## src/rtl/rvc_asap_mem_arb.sv

```systemverilog
// Two-port (instruction/data) arbiter onto a single-port memory with
// data priority, instruction anti-starvation and one-cycle read response routing.
module rvc_asap_mem_arb #(
  parameter int ADDR_W     = 32,
  parameter int MAX_STARVE = 4
) (
  input  logic              Clock,
  input  logic              Rst,
  input  logic              IReq,
  input  logic [ADDR_W-1:0] IAddr,
  output logic              IGnt,
  output logic              IRdValid,
  output logic [31:0]       IRdData,
  input  logic              DReq,
  input  logic [ADDR_W-1:0] DAddr,
  input  logic              DWrEn,
  input  logic [3:0]        DByteEn,
  input  logic [31:0]       DWrData,
  output logic              DGnt,
  output logic              DRdValid,
  output logic [31:0]       DRdData,
  output logic              MemReq,
  output logic [ADDR_W-1:0] MemAddr,
  output logic              MemWrEn,
  output logic [3:0]        MemByteEn,
  output logic [31:0]       MemWrData,
  input  logic              MemReady,
  input  logic [31:0]       MemRdData
);

  localparam logic [2:0] StarveMax = 3'(MAX_STARVE);

  logic [2:0] starve_q, starve_d;
  logic       resp_valid_q, resp_valid_d;
  logic       resp_owner_q, resp_owner_d;
  logic       arb_en, i_force, i_gnt, d_gnt;

  // Grants are suppressed during reset so nothing can be launched into it.
  always_comb begin
    arb_en  = Rst & MemReady;
    i_force = IReq & (starve_q == StarveMax);
    i_gnt   = arb_en & IReq & (~DReq | i_force);
    d_gnt   = arb_en & DReq & ~i_gnt;
  end

  assign IGnt   = i_gnt;
  assign DGnt   = d_gnt;
  assign MemReq = i_gnt | d_gnt;

  always_comb begin
    MemAddr   = '0;
    MemWrEn   = 1'b0;
    MemByteEn = '0;
    MemWrData = '0;
    if (i_gnt) begin
      MemAddr   = IAddr;
      MemByteEn = '1;
    end else if (d_gnt) begin
      MemAddr   = DAddr;
      MemWrEn   = DWrEn;
      MemByteEn = DByteEn;
      MemWrData = DWrData;
    end
  end

  always_comb begin
    starve_d = starve_q;
    if (!IReq || i_gnt) begin
      starve_d = '0;
    end else if (d_gnt && starve_q != StarveMax) begin
      starve_d = starve_q + 3'd1;
    end
  end

  always_comb begin
    resp_valid_d = i_gnt | (d_gnt & ~DWrEn);
    resp_owner_d = resp_valid_d ? d_gnt : resp_owner_q;
  end

  always_ff @(posedge Clock or negedge Rst) begin
    if (!Rst) begin
      starve_q     <= '0;
      resp_valid_q <= 1'b0;
      resp_owner_q <= 1'b0;
    end else begin
      starve_q     <= starve_d;
      resp_valid_q <= resp_valid_d;
      resp_owner_q <= resp_owner_d;
    end
  end

  assign IRdValid = resp_valid_q & ~resp_owner_q;
  assign DRdValid = resp_valid_q & resp_owner_q;
  assign IRdData  = IRdValid ? MemRdData : '0;
  assign DRdData  = DRdValid ? MemRdData : '0;

endmodule

```

## config.mk

```make
export PLATFORM = sky130hd
export DESIGN_NAME = rvc_asap_mem_arb
export DESIGN_NICKNAME = d
export VERILOG_FILES = /design/src/rtl/rvc_asap_mem_arb.sv
export SDC_FILE = /design/constraint.sdc
export NUM_CORES = 1
export LEC_CHECK = 0
export CAP_MARGIN = 25
export CORE_AREA = 2 2 108 110
export CTS_CLUSTER_DIAMETER = 40
export DETAILED_ROUTE_END_ITERATION = 8
export DIE_AREA = 0 0 110 112
export PLACE_DENSITY = 0.63
export SYNTH_ARGS = -nofsm -noshare
export SYNTH_HDL_FRONTEND = slang
export SYNTH_SLANG_ARGS = --single-unit
```

## constraint.sdc

```tcl
create_clock -name Clock -period 3.62 [get_ports Clock]
set_clock_uncertainty 0.1 [all_clocks]
set_input_delay 0.724 -clock Clock [delete_from_list [all_inputs] [get_ports Clock]]
set_output_delay 0.724 -clock Clock [all_outputs]
set_load 0.02 [all_outputs]
```

== After elaboration in Yosys (flattened, before gate mapping) ==
Cells that the tools add are included.

* $add $sub $neg: 1
* Equality and inequality tests: 2
* Mux-type cells: 12
* Bitwise gates (word level): 16
* Reductions and logical operators: 4

{| class="wikitable"
|+ Operators with widths
! operator !! count
|-
| 2-to-1 mux 32 bit || 6
|-
| AND 1 bit || 9
|-
| 2-to-1 mux 4 bit || 2
|-
| 2-to-1 mux 3 bit || 2
|-
| NOT 1 bit || 4
|-
| adder 3 x 1 -> 3 bit (second input constant) || 1
|-
| equality test 3 bit (second input constant) || 1
|-
| != test 3 bit (second input constant) || 1
|-
| OR 1 bit || 3
|-
| 2-to-1 mux 1 bit || 2
|-
| nonzero test 2 bit || 1
|-
| logical AND 1 bit || 1
|-
| logical NOT 1 bit || 1
|-
| logical OR 1 bit || 1
|}

* Register bits after elaboration: 5
* Input bits: 138
* Output and inout bits: 138
* Logic and storage cells: 38

== Depth between registers and ports, before layout ==
* Word-level depth: 9
* Depth in mapped cells: 7

== Worst setup path after synthesis ==
No wires, ideal clock.

* Kind: input to output
* Start point: in DReq
* End point: out MemAddr[18]
* Arrival: 1.651 ns
* Setup slack: 1.145 ns
* Stages: 5
* Buffers on the path: 2
* Path through: a21bo_2 and3_4 buf_6 buf_6 a22o_1

* Cells in the longest elaborated chain, start to end: 7
* Elaborated cells on any way between the ends: 8
* Those cells by class: mux: 2; bitwise: 6

{| class="wikitable"
|+ Ends and longest elaborated chain
! what !! line !! RTL
|-
| start: declaration || 14 || <nowiki>input logic DReq,</nowiki>
|-
| NOT 1 bit || 42 || <nowiki>i_gnt = arb_en & IReq & (~DReq | i_force);</nowiki>
|-
| OR 1 bit || 42 ||
|-
| AND 1 bit || 42 ||
|-
| NOT 1 bit || 43 || <nowiki>d_gnt = arb_en & DReq & ~i_gnt;</nowiki>
|-
| AND 1 bit || 43 ||
|-
| 2-to-1 mux 32 bit || 58 || <nowiki>end else if (d_gnt) begin</nowiki>
|-
| 2-to-1 mux 32 bit * || 55 || <nowiki>if (i_gnt) begin</nowiki>
|-
| end: declaration || 23 || <nowiki>output logic [ADDR_W-1:0] MemAddr,</nowiki>
|}

Every way passes the cells marked *; elsewhere a longest branch is shown, timed or not.

== Worst setup path after layout ==
* Start point: in Rst
* End point: out MemAddr[25]

* Cells in the longest elaborated chain, start to end: 7
* Elaborated cells on any way between the ends: 8
* Those cells by class: mux: 2; bitwise: 6

{| class="wikitable"
|+ Ends and longest elaborated chain
! what !! line !! RTL
|-
| start: declaration || 8 || <nowiki>input logic Rst,</nowiki>
|-
| AND 1 bit * || 40 || <nowiki>arb_en = Rst & MemReady;</nowiki>
|-
| AND 1 bit (2 in series) || 42 ||
|-
| NOT 1 bit || 43 ||
|-
| AND 1 bit || 43 ||
|-
| 2-to-1 mux 32 bit || 58 ||
|-
| 2-to-1 mux 32 bit * || 55 ||
|}

Marks and branches as above.

==> impl_metrics.ini <==
[yosys]
synth-seq-area-share_pct = 9.372
synth.cell_area_sq_um = 1335
yosys_warnings = 0
synth_flop_cell = dfrtp_1
synth.avg_cell_area_sq_um = 7.026
synth.net_count = 330
synthCells = 190
async_flop_share_pct = 100.0
synth-seq-cells = 5
synth-edff-count = 0
synth_cell_types = 26

[route]
firstDrtPassIters = 4
drc_errors = 0
wl_per_cell_um = 16.75
drtIter0Drc = 129
ant_nets = 0
route.vias.total = 2531
via_per_inst = 4.232
wirelength_um = 10020

[sta]
finalSetupViolations = 0
timing.final.crit_share_pct = 96.48
fin_crit_ns = 3.493
worst-slew-pin-transition_ns = 0.2858
relSlewSlack_pct = 80.94
rsz0062_at_grt = no
fmax_mhz = 286.3
drv_slew = 0
final-hold-violation-count = 0
tns_ns = 0
hold_ws_ns = 0.5001
setup_slack_ns = 0.1272

[worst_setup_path]
worstPathRequired_ns = 2.80
crit_fanout = 21
reg2regPathDepth = 5
cp-start-kind = input port
crit_type = input port to primary output
endpoint_kind = primary output
worstPathArrival_ns = 2.67

[cts]
postCtsHoldBufs = 0
cts_tree = built
clk_pin_slew_ns = 0.03
cts.path.max_buffers = 2
root_buffer = clkbuf_16
cts_inserted_buffers = 3
cts_sinks = 5
cts-resized-gates = 0
h-tree-depth = 1
cts_setup_buffers = 0
clk_latency_ns = 0.23

[global_route]
use_met3_pct = 5.211
grt_start_max_net_pins = 39
grt_pass1_wl_um = 14110
top_usage_layer = met2
track_usage_pct = 14.90
grt_pass1_vias = 2574
antenna_found_initial = 0
grt.met1_usage_pct = 13.54
use_met2_pct = 30.06
grt-ovfl-total = 0

[flow_run]
drv_cap = 0

[hold_path]
whs_path_depth = 2
hold_path_class = register to register

[pwr]
pwr_density_cell_nw_per_um2 = 152.5
intPower_uw = 453.3
seq_power_share_pct = 9.3
power.net_switching_uw = 207.8
combPwrFrac_pct = 62.8
vdd_drop_max_mv = 0.1466
power.leakage_uw = 0.001967
swShare_pct = 31.43
power_frac_clock_pct = 27.9
power.total_uw = 661.0

[cells_and_area]
mostFrequentLayoutCells = clkdlybuf4s50_1 (264), and3_1 (66), and2_1 (34), a22o_1 (32), buf_4 (13)
final_common_cell = clkdlybuf4s50_1
fillers = 1191
drive_above_1_share_pct = 4.835
area_growth_pct = 224.6
diodes = 0
fin_area_sq_um = 4334
final_nets = 596

[floorplan]
die_w_um = 110
num_rows = 39
pin_count = 276
die_height_um = 112
dieArea_sq_um = 12320
initial_core_util_pct = 11.95
core_area_sq_um = 11170

[placement]
post_dp_cell_area_sq_um = 4245
dpl.hpwl_um = 8699
place.gp.congestion = 0.8642
port_buffers = 275
place_ws_ns = 0.04244

[run_status]
status = completed
[worst paths after layout]
kind,start,end,slack [ns]
setup reg to reg,starve_q[0],resp_valid_q,2.12
max in group asynchronous,Rst,resp_owner_q,2.48
hold reg to reg,starve_q[2],starve_q[2],0.50
setup / recovery,Rst,MemAddr[25],0.13
min in group asynchronous,Rst,starve_q[1],0.61
hold / removal,starve_q[2],starve_q[2],0.50
[Yosys cell counts (all sizes together), types with 2 or more instances]
| master | count | area share [%] |
|---|---|---|
| and3 | 67 | 32 |
| and2 | 34 | 16 |
| a22o | 32 | 21 |
| clkbuf | 15 | 4.2 |
| buf | 8 | 3.9 |
| dfrtp | 5 | 9.4 |
| a21o | 4 | 2.2 |
| inv | 4 | 1.1 |
| nor2 | 3 | 0.84 |
| ha | 2 | 1.9 |
| nand2 | 2 | 0.56 |
| nand3 | 2 | 0.75 |
| nor2b | 2 | 0.94 |
[critical path, cell delays in order]
cell,delay [ns]
clkdlybuf4s50_1,0.58
and2_1,0.19
and3_4,0.24
buf_12,0.16
a22o_1,0.15
clkdlybuf4s50_1,0.61
[per-stage QoR]
stage,utilization (%),instances
2_1_floorplan,-,190
3_3_place_gp,37.99,594
3_5_place_dp,37.99,594
4_1_cts,38.70,598
5_1_grt,38.79,598
6_report,38.79,598
[state kept, by name, indices dropped and copies added, names as in the netlist]
register and count:
resp_owner_q 1, resp_valid_q 1, starve_q 3
[power groups by stage]
stage	clock network (uW)	registers, uW	logic, uW
after global placement	0	61.9	416
after floorplan	0	63.8	139
final	184	61.3	415
after detailed placement	0	62.0	419
after CTS	187	61.3	420
after global routing	191	61.8	441
[area by class of cell]
class	instances	area, sq um	area share, %
repair buffers	284	2850	65.76
multi-input cells	158	1086	25.06
well taps	143	178.9	4.128
flip-flops and latches	5	125.1	2.887
clock buffers	4	78.83	1.819
inverters	4	15.01	0.3464
[cell families after synthesis]
family / synth area share [%]
fa+ha+maj: 1.874
flops: 9.372
simple gates: 52.30
buf+inv: 9.278
compound gates: 27.18
[layer usage]
| layer | routed length (um) | vias up |
|---|---|---|
| met2 | 5350 | 165 |
| li1 | - | 1229 |
| met4 | 262 | 0 |
| met5 | 0 | - |
| met3 | 1173 | 16 |
| met1 | 3231 | 1121 |
Note: power is estimated with default switching activity, not from simulation.
